--- src/rtl/instr_fetch_if.sv ---
`default_nettype none
// +----------------------------------------------------------------------------+
// | instr_fetch_if : imem request/response bus and decode-side instr handshake |
// | Rev 1.0                                                                    |
// +----------------------------------------------------------------------------+
interface instr_fetch_if;
  logic        imem_req;
  logic [31:0] imem_addr;
  logic        imem_gnt;
  logic        imem_rvalid;
  logic [31:0] imem_rdata;
  logic [31:0] instr;
  logic        instr_valid;
  logic        instr_ready;
  logic [31:0] pc;
  logic [31:0] pc_plus8;
  logic        redirect;
  logic [31:0] redirect_target;

  modport master (
    output imem_req, imem_addr, instr, instr_valid, pc, pc_plus8,
    input  imem_gnt, imem_rvalid, imem_rdata, instr_ready, redirect, redirect_target
  );

  modport slave (
    input  imem_req, imem_addr, instr, instr_valid, pc, pc_plus8,
    output imem_gnt, imem_rvalid, imem_rdata, instr_ready, redirect, redirect_target
  );
endinterface
`default_nettype wire

--- src/rtl/instr_fetch.sv ---
`default_nettype none
// +----------------------------------------------------------------------------+
// | instr_fetch : PC owner, single-outstanding imem fetch, instruction FIFO    |
// | Optional IFETCH_PERF_EN adds perf_fetched / perf_flushed counters.         |
// | Rev 1.0                                                                    |
// +----------------------------------------------------------------------------+
module instr_fetch #(
  parameter logic [31:0] RESET_PC   = 32'h0000_0000,
  parameter int          FIFO_DEPTH = 2
) (
  input  wire logic         clk,
  input  wire logic         reset,
  instr_fetch_if.master     bus
`ifdef IFETCH_PERF_EN
  ,
  output logic [31:0]       perf_fetched,
  output logic [31:0]       perf_flushed
`endif
);

  localparam int PTR_W = $clog2(FIFO_DEPTH);
  localparam int CNT_W = PTR_W + 1;
  localparam logic [CNT_W-1:0] DEPTH_C = CNT_W'(FIFO_DEPTH);

  typedef enum logic [1:0] {
    ST_IDLE  = 2'd0,
    ST_FETCH = 2'd1,
    ST_WAIT  = 2'd2,
    ST_DROP  = 2'd3
  } state_e;

  state_e             state_q, state_d;
  logic [31:0]        fetch_pc_q, fetch_pc_d;
  logic [31:0]        instr_mem_q [FIFO_DEPTH];
  logic [31:0]        pc_mem_q    [FIFO_DEPTH];
  logic [PTR_W-1:0]   rd_ptr_q, wr_ptr_q;
  logic [CNT_W-1:0]   count_q, count_d;

  logic               head_valid;
  logic               pop;
  logic               flush;
  logic               push;
  logic               gnt;
  logic [31:0]        head_pc;
  logic [31:0]        target_pc;

  assign head_valid = (count_q != '0);
  assign pop        = head_valid & bus.instr_ready;
  assign flush      = pop & bus.redirect;
  // A response arriving in the redirect cycle is wrong-path, so it never enters the FIFO
  assign push       = (state_q == ST_WAIT) & bus.imem_rvalid & ~flush;
  assign gnt        = (state_q == ST_FETCH) & bus.imem_gnt;
  assign target_pc  = bus.redirect_target & 32'hFFFF_FFFC;
  assign count_d    = flush ? '0 : (count_q + CNT_W'(push) - CNT_W'(pop));

  always_comb begin
    state_d    = state_q;
    fetch_pc_d = fetch_pc_q;
    case (state_q)
      ST_IDLE: begin
        if (flush) begin
          state_d    = ST_FETCH;
          fetch_pc_d = target_pc;
        end else if (count_q < DEPTH_C) begin
          state_d = ST_FETCH;
        end
      end
      ST_FETCH: begin
        if (gnt) begin
          state_d    = flush ? ST_DROP : ST_WAIT;
          fetch_pc_d = flush ? target_pc : fetch_pc_q + 32'd4;
        end else if (flush) begin
          fetch_pc_d = target_pc;
        end
      end
      ST_WAIT: begin
        if (flush) begin
          fetch_pc_d = target_pc;
          state_d    = bus.imem_rvalid ? ST_FETCH : ST_DROP;
        end else if (bus.imem_rvalid) begin
          state_d = (count_d < DEPTH_C) ? ST_FETCH : ST_IDLE;
        end
      end
      ST_DROP: begin
        if (flush) begin
          fetch_pc_d = target_pc;
        end
        if (bus.imem_rvalid) begin
          state_d = ST_FETCH;
        end
      end
      default: state_d = ST_FETCH;
    endcase
  end

  always_ff @(posedge clk or negedge reset) begin
    if (!reset) begin
      state_q    <= ST_FETCH;
      fetch_pc_q <= RESET_PC;
    end else begin
      state_q    <= state_d;
      fetch_pc_q <= fetch_pc_d;
    end
  end

  always_ff @(posedge clk or negedge reset) begin
    if (!reset) begin
      rd_ptr_q <= '0;
      wr_ptr_q <= '0;
      count_q  <= '0;
      for (int i = 0; i < FIFO_DEPTH; i++) begin
        instr_mem_q[i] <= '0;
        pc_mem_q[i]    <= '0;
      end
    end else begin
      count_q <= count_d;
      if (flush) begin
        rd_ptr_q <= '0;
        wr_ptr_q <= '0;
      end else begin
        if (pop) begin
          rd_ptr_q <= rd_ptr_q + PTR_W'(1);
        end
        if (push) begin
          wr_ptr_q              <= wr_ptr_q + PTR_W'(1);
          instr_mem_q[wr_ptr_q] <= bus.imem_rdata;
          pc_mem_q[wr_ptr_q]    <= fetch_pc_q - 32'd4;
        end
      end
    end
  end

  assign head_pc          = head_valid ? pc_mem_q[rd_ptr_q] : 32'h0;
  // Gated by reset so no request leaks out while the state register is held in FETCH
  assign bus.imem_req     = reset & (state_q == ST_FETCH);
  assign bus.imem_addr    = fetch_pc_q & 32'hFFFF_FFFC;
  assign bus.instr        = head_valid ? instr_mem_q[rd_ptr_q] : 32'h0;
  assign bus.instr_valid  = head_valid;
  assign bus.pc           = head_pc;
  assign bus.pc_plus8     = head_pc + 32'd8;

`ifdef IFETCH_PERF_EN
  logic        discard;
  logic [31:0] fetched_q, flushed_q;

  assign discard = bus.imem_rvalid &
                   ((state_q == ST_DROP) | ((state_q == ST_WAIT) & flush));

  always_ff @(posedge clk or negedge reset) begin
    if (!reset) begin
      fetched_q <= '0;
      flushed_q <= '0;
    end else begin
      fetched_q <= fetched_q + 32'(push);
      flushed_q <= flushed_q + (flush ? 32'(count_q) : 32'd0) + 32'(discard);
    end
  end

  assign perf_fetched = fetched_q;
  assign perf_flushed = flushed_q;
`endif

endmodule
`default_nettype wire
--- src/flat_wrapper.sv ---
// flat-port wrapper written by rule: the top's interface ports become plain ports
module instr_fetch_flat 
#(
  parameter logic [31:0] RESET_PC   = 32'h0000_0000,
  parameter int          FIFO_DEPTH = 2
)
  (clk, reset, bus_imem_req, bus_imem_addr, bus_instr, bus_instr_valid, bus_pc, bus_pc_plus8, bus_imem_gnt, bus_imem_rvalid, bus_imem_rdata, bus_instr_ready, bus_redirect, bus_redirect_target);
  instr_fetch_if bus_i ();
  input  wire logic clk;
  input  wire logic reset;
  output wire logic [$bits(bus_i.imem_req)-1:0] bus_imem_req;
  output wire logic [$bits(bus_i.imem_addr)-1:0] bus_imem_addr;
  output wire logic [$bits(bus_i.instr)-1:0] bus_instr;
  output wire logic [$bits(bus_i.instr_valid)-1:0] bus_instr_valid;
  output wire logic [$bits(bus_i.pc)-1:0] bus_pc;
  output wire logic [$bits(bus_i.pc_plus8)-1:0] bus_pc_plus8;
  input wire logic [$bits(bus_i.imem_gnt)-1:0] bus_imem_gnt;
  input wire logic [$bits(bus_i.imem_rvalid)-1:0] bus_imem_rvalid;
  input wire logic [$bits(bus_i.imem_rdata)-1:0] bus_imem_rdata;
  input wire logic [$bits(bus_i.instr_ready)-1:0] bus_instr_ready;
  input wire logic [$bits(bus_i.redirect)-1:0] bus_redirect;
  input wire logic [$bits(bus_i.redirect_target)-1:0] bus_redirect_target;
  assign bus_imem_req = bus_i.imem_req;
  assign bus_imem_addr = bus_i.imem_addr;
  assign bus_instr = bus_i.instr;
  assign bus_instr_valid = bus_i.instr_valid;
  assign bus_pc = bus_i.pc;
  assign bus_pc_plus8 = bus_i.pc_plus8;
  assign bus_i.imem_gnt = bus_imem_gnt;
  assign bus_i.imem_rvalid = bus_imem_rvalid;
  assign bus_i.imem_rdata = bus_imem_rdata;
  assign bus_i.instr_ready = bus_instr_ready;
  assign bus_i.redirect = bus_redirect;
  assign bus_i.redirect_target = bus_redirect_target;
  instr_fetch #(.RESET_PC(RESET_PC), .FIFO_DEPTH(FIFO_DEPTH)) u_core (.clk(clk), .reset(reset), .bus(bus_i));
endmodule
--- config.mk ---
export PLATFORM = sky130hd
export DESIGN_NAME = instr_fetch_flat
export DESIGN_NICKNAME = d
export VERILOG_FILES = /design/src/rtl/instr_fetch_if.sv /design/src/rtl/instr_fetch.sv /design/src/flat_wrapper.sv
export SDC_FILE = /design/constraint.sdc
export NUM_CORES = 1
export LEC_CHECK = 0
export ABC_AREA = 1
export BUFFER_PORTS_ARGS = -buffer_cell sky130_fd_sc_hd__buf_2
export CAP_MARGIN = 20
export CORE_MARGIN = 1.5
export CORE_UTILIZATION = 40
export CTS_CLUSTER_DIAMETER = 40
export DETAILED_ROUTE_END_ITERATION = 8
export GPL_TIMING_DRIVEN = 0
export SLEW_MARGIN = 20
export SYNTH_ARGS = -nofsm -noshare
export SYNTH_HDL_FRONTEND = slang
export SYNTH_SLANG_ARGS = --single-unit
--- constraint.sdc ---
create_clock -name clk -period 2.1 [get_ports clk]
set_input_delay 0.315 -clock clk [delete_from_list [all_inputs] [get_ports clk]]
set_output_delay 0.315 -clock clk [all_outputs]
set_load 0.1 [all_outputs]
==> results.py <==
metrics = {
    "synthesis": {
        "syn_avg_cell_area_sq_um": 6.92,
        "ys_seq_area_frac": 0.402,
        "yosysTopAreaCellShare": 0.399,
        "yosysTopAreaCell": "dfrtp_1",
        "synth_edf_count": 0,
        "synthDistinctLibCells": 42,
        "syn_inst": 1494,
        "async_flop_share": 1.00,
        "netlist_top_cells_area": "dfrtp_1 40%, nand2_1 20%, inv_1 5.9%",
        "synth-seq-cells": 166,
        "ys_warn_count": 0,
        "syn-cell-area_sq_mm": 0.0103,
        "synth-main-ff-cell": "dfrtp_1",
    },
    "critical_path": {
        "critPathMaxFanout": 4,
        "crit_path_end_kind": "primary output",
        "r2r_start": "u_core.state_q[0]",
        "r2r_slack_ns": 0.05,
        "crit_family": "simple AND/OR/NAND/NOR gates",
        "reg2reg_depth": 12,
        "cp_slowest_stage_delay_ns": 0.47,
        "crit_top_cell": "clkinvlp_4",
        "crit_arrival_ns": 2.78,
        "reg2reg_to": "u_core.fetch_pc_q[24]",
        "crit_chain": "buf_6 > o21ai_4 > nand2_4 > clkinvlp_4 > ha_4 > clkinvlp_4 > nor3_4 > nand2_2 > nor2_4 > buf_4 > nand3_4 > nand2_8 > buf_12",
        "crit_path_top_delay_cell": "dfrtp_2",
        "crit_path_start_kind": "register",
        "cp.required_ns": 1.78,
        "path_buf_inv": 5,
        "worstSetupPathType": "register to primary output",
    },
    "clock_tree": {
        "cts_max_level": 4,
        "ctsRootBufferMaster": "clkbuf_16",
        "cts_buffer_depth": 2,
        "cts_sinks": 166,
        "cts_made_buffers": 17,
        "clkTransAtPathRegs_ns": 0.07,
        "clkLatencyLatePin_ns": 0.44,
        "cts_tree": "yes",
    },
    "placement": {
        "gp_congestion": 0.902,
        "io_buffer_count": 195,
        "dp_cells": 2022,
        "hpwlAfterDp_microns": 24800,
    },
    "drt": {
        "vias": 10800,
        "viasPerCell": 5.04,
        "antenna_left": 0,
        "wl_per_cell_microns": 17.6,
        "dr.first_iter.drc_count": 819,
        "drc": 0,
        "first_pass_iters": 5,
        "routed_wl_microns": 37900,
    },
    "sta": {
        "slew_headroom": 0.650,
        "worst_hold_slack_ns": 0.0753,
        "drv_slew": 0,
        "rsz0062_at_grt": "true",
        "setup_violations": 97,
        "setup_ws_ns": -0.993,
        "worst_pin_slew_ns": 0.526,
        "period_share": 1.47,
        "period_needed_ns": 3.09,
        "fmax_mhz": 323,
        "finClkSkew_ns": 0.0118,
        "hold_viol": 0,
    },
    "die": {
        "core_area_sq_mm": 0.0253,
        "dieHeight_microns": 164,
        "die_w_microns": 164,
        "die_area_sq_mm": 0.0268,
        "row_count": 58,
        "start_util": 0.409,
        "ioPinCount": 200,
    },
    "grt": {
        "grt_overflow": 0,
        "grt_max_degree": 68,
        "antenna_found_initial": 0,
        "grt_use_total": 0.274,
        "grt_pass1_vias": 10400,
        "grt_pass1_wl_microns": 56500,
    },
    "final_layout": {
        "layout.nets": 1886,
        "final_cells": 2148,
        "drive_above_1_share": 0.378,
        "area_growth_pct": 64.3,
        "diodes": 0,
    },
    "hold_path": {
        "hp-class": "input port to register",
        "worstHoldPathCells": 3,
        "holdPathEnd": "u_core.fetch_pc_q[30]",
        "holdCritStartpoint": "bus_redirect_target[30]",
    },
    "flow_run": {
        "cap_violations": 0,
    },
    "outcome": {
        "status": "finished with violations",
        "failed_checks": "negative setup slack",
    },
}
[cells by family (layout without fill, tap and decap cells)]
family | after synthesis | after routing | synth area share
xor+xnor | 40 | 40 | 0.0339
compound gates | 188 | 188 | 0.0962
other cells | 1 | 2 | 0.000363
simple gates | 819 | 819 | 0.334
fa+ha+maj | 10 | 10 | 0.0121
flops | 166 | 166 | 0.402
buf+inv | 270 | 593 | 0.122
[synth_stat cells (2+ instances only)]
library cell	count
buf_6	8
nand2_2	13
xnor2_1	4
or2_2	5
buf_1	2
o21ai_1	4
nand3_1	74
o21ai_2	7
nor2_2	19
nor3_1	11
nor2_1	110
xor2_1	36
buf_2	18
dfrtp_1	165
o31ai_1	2
clkbuf_2	2
nor2_4	7
nand3b_1	2
nand4_1	21
o21ai_0	120
nand3_2	5
a21oi_1	48
a31oi_1	3
nand2_1	546
buf_4	39
inv_1	163
ha_1	10
inv_2	12
clkbuf_1	25
[per-layer routing]
metal  GRT usage  vias up  routed length [microns]
met2       0.477      364                    18700
met1       0.357     5132                    16100
met4      0.0822        0                     1250
met5           0        -                        0
met3      0.0301       93                     1780
li1            -     5231                        -
[flip-flops by register name, summed over array words and instances (netlist names)]
register	count
u_core.fetch_pc_q	32
u_core.state_q	2
u_core.count_q	2
u_core.wr_ptr_q	1
u_core.instr_mem_q	64
u_core.pc_mem_q	64
u_core.rd_ptr_q	1
[final cells by class]
cell class | count | area [sq um]
Fill cell | 2083 | 8270
Multi-Input combinational cell | 1059 | 6670
Clock buffer | 17 | 425
Clock inverter | 14 | 155
Inverter | 175 | 776
Sequential cell | 166 | 4160
Timing Repair Buffer | 292 | 3510
Buffer | 95 | 876
Tap cell | 330 | 413
[what timing repair did]
item	in CTS	in global routing
hold buffers	1	0
gates cloned	3	1
gates resized for setup	570	154
setup endpoints to repair	135	206
hold endpoints to repair	33	0
buffers inserted	57	37
pin swaps	49	43
[tightest hold or removal path, cell delays in order]
cell and delay, ns:
buf_2 0.07, nand2_1 0.04, nand2_1 0.05
[cells in the final DEF, fill, tap and decap left out, types with 39 or more instances in the layout]
master / n
buf_12: 111
buf_2: 107
buf_4: 81
buf_6: 39
dfrtp_1: 163
inv_1: 136
nand2_1: 462
nand2_2: 47
nand3_1: 63
nor2_1: 88
o21ai_0: 117
[how the worst max path moves through the flow]
stage / start / cells past startpoint / slack [ns] / to
2_1_floorplan: u_core.pc_mem_q[3] / 8 / -1.39 / bus_pc_plus8[13]
3_3_place_gp: reset / 4 / -2.20 / bus_imem_req
3_5_place_dp: u_core.rd_ptr_q / 12 / -1.11 / bus_pc_plus8[29]
4_1_cts: u_core.count_q[0] / 14 / -0.85 / bus_pc_plus8[29]
5_1_grt: u_core.rd_ptr_q / 13 / -1.10 / bus_pc_plus8[29]
6_report: u_core.rd_ptr_q / 13 / -0.99 / bus_pc_plus8[29]
[per-stage QoR]
stage / area (sq um) / setup TNS (ns) / worst slack (ns) / utilization
after floorplan: 11400 / -22.12 / -1.39 / -
after global placement: 12800 / -377.94 / -2.20 / 0.508
after detailed placement: 12900 / -27.44 / -1.11 / 0.511
after CTS: 16100 / -32.16 / -0.854 / 0.639
after global routing: 17000 / -42.75 / -1.10 / 0.672
final: 17000 / -35.95 / -0.993 / 0.672
Power is not shown: default switching activity piles up to over one toggle a cycle in this logic, so the estimate is an artifact.
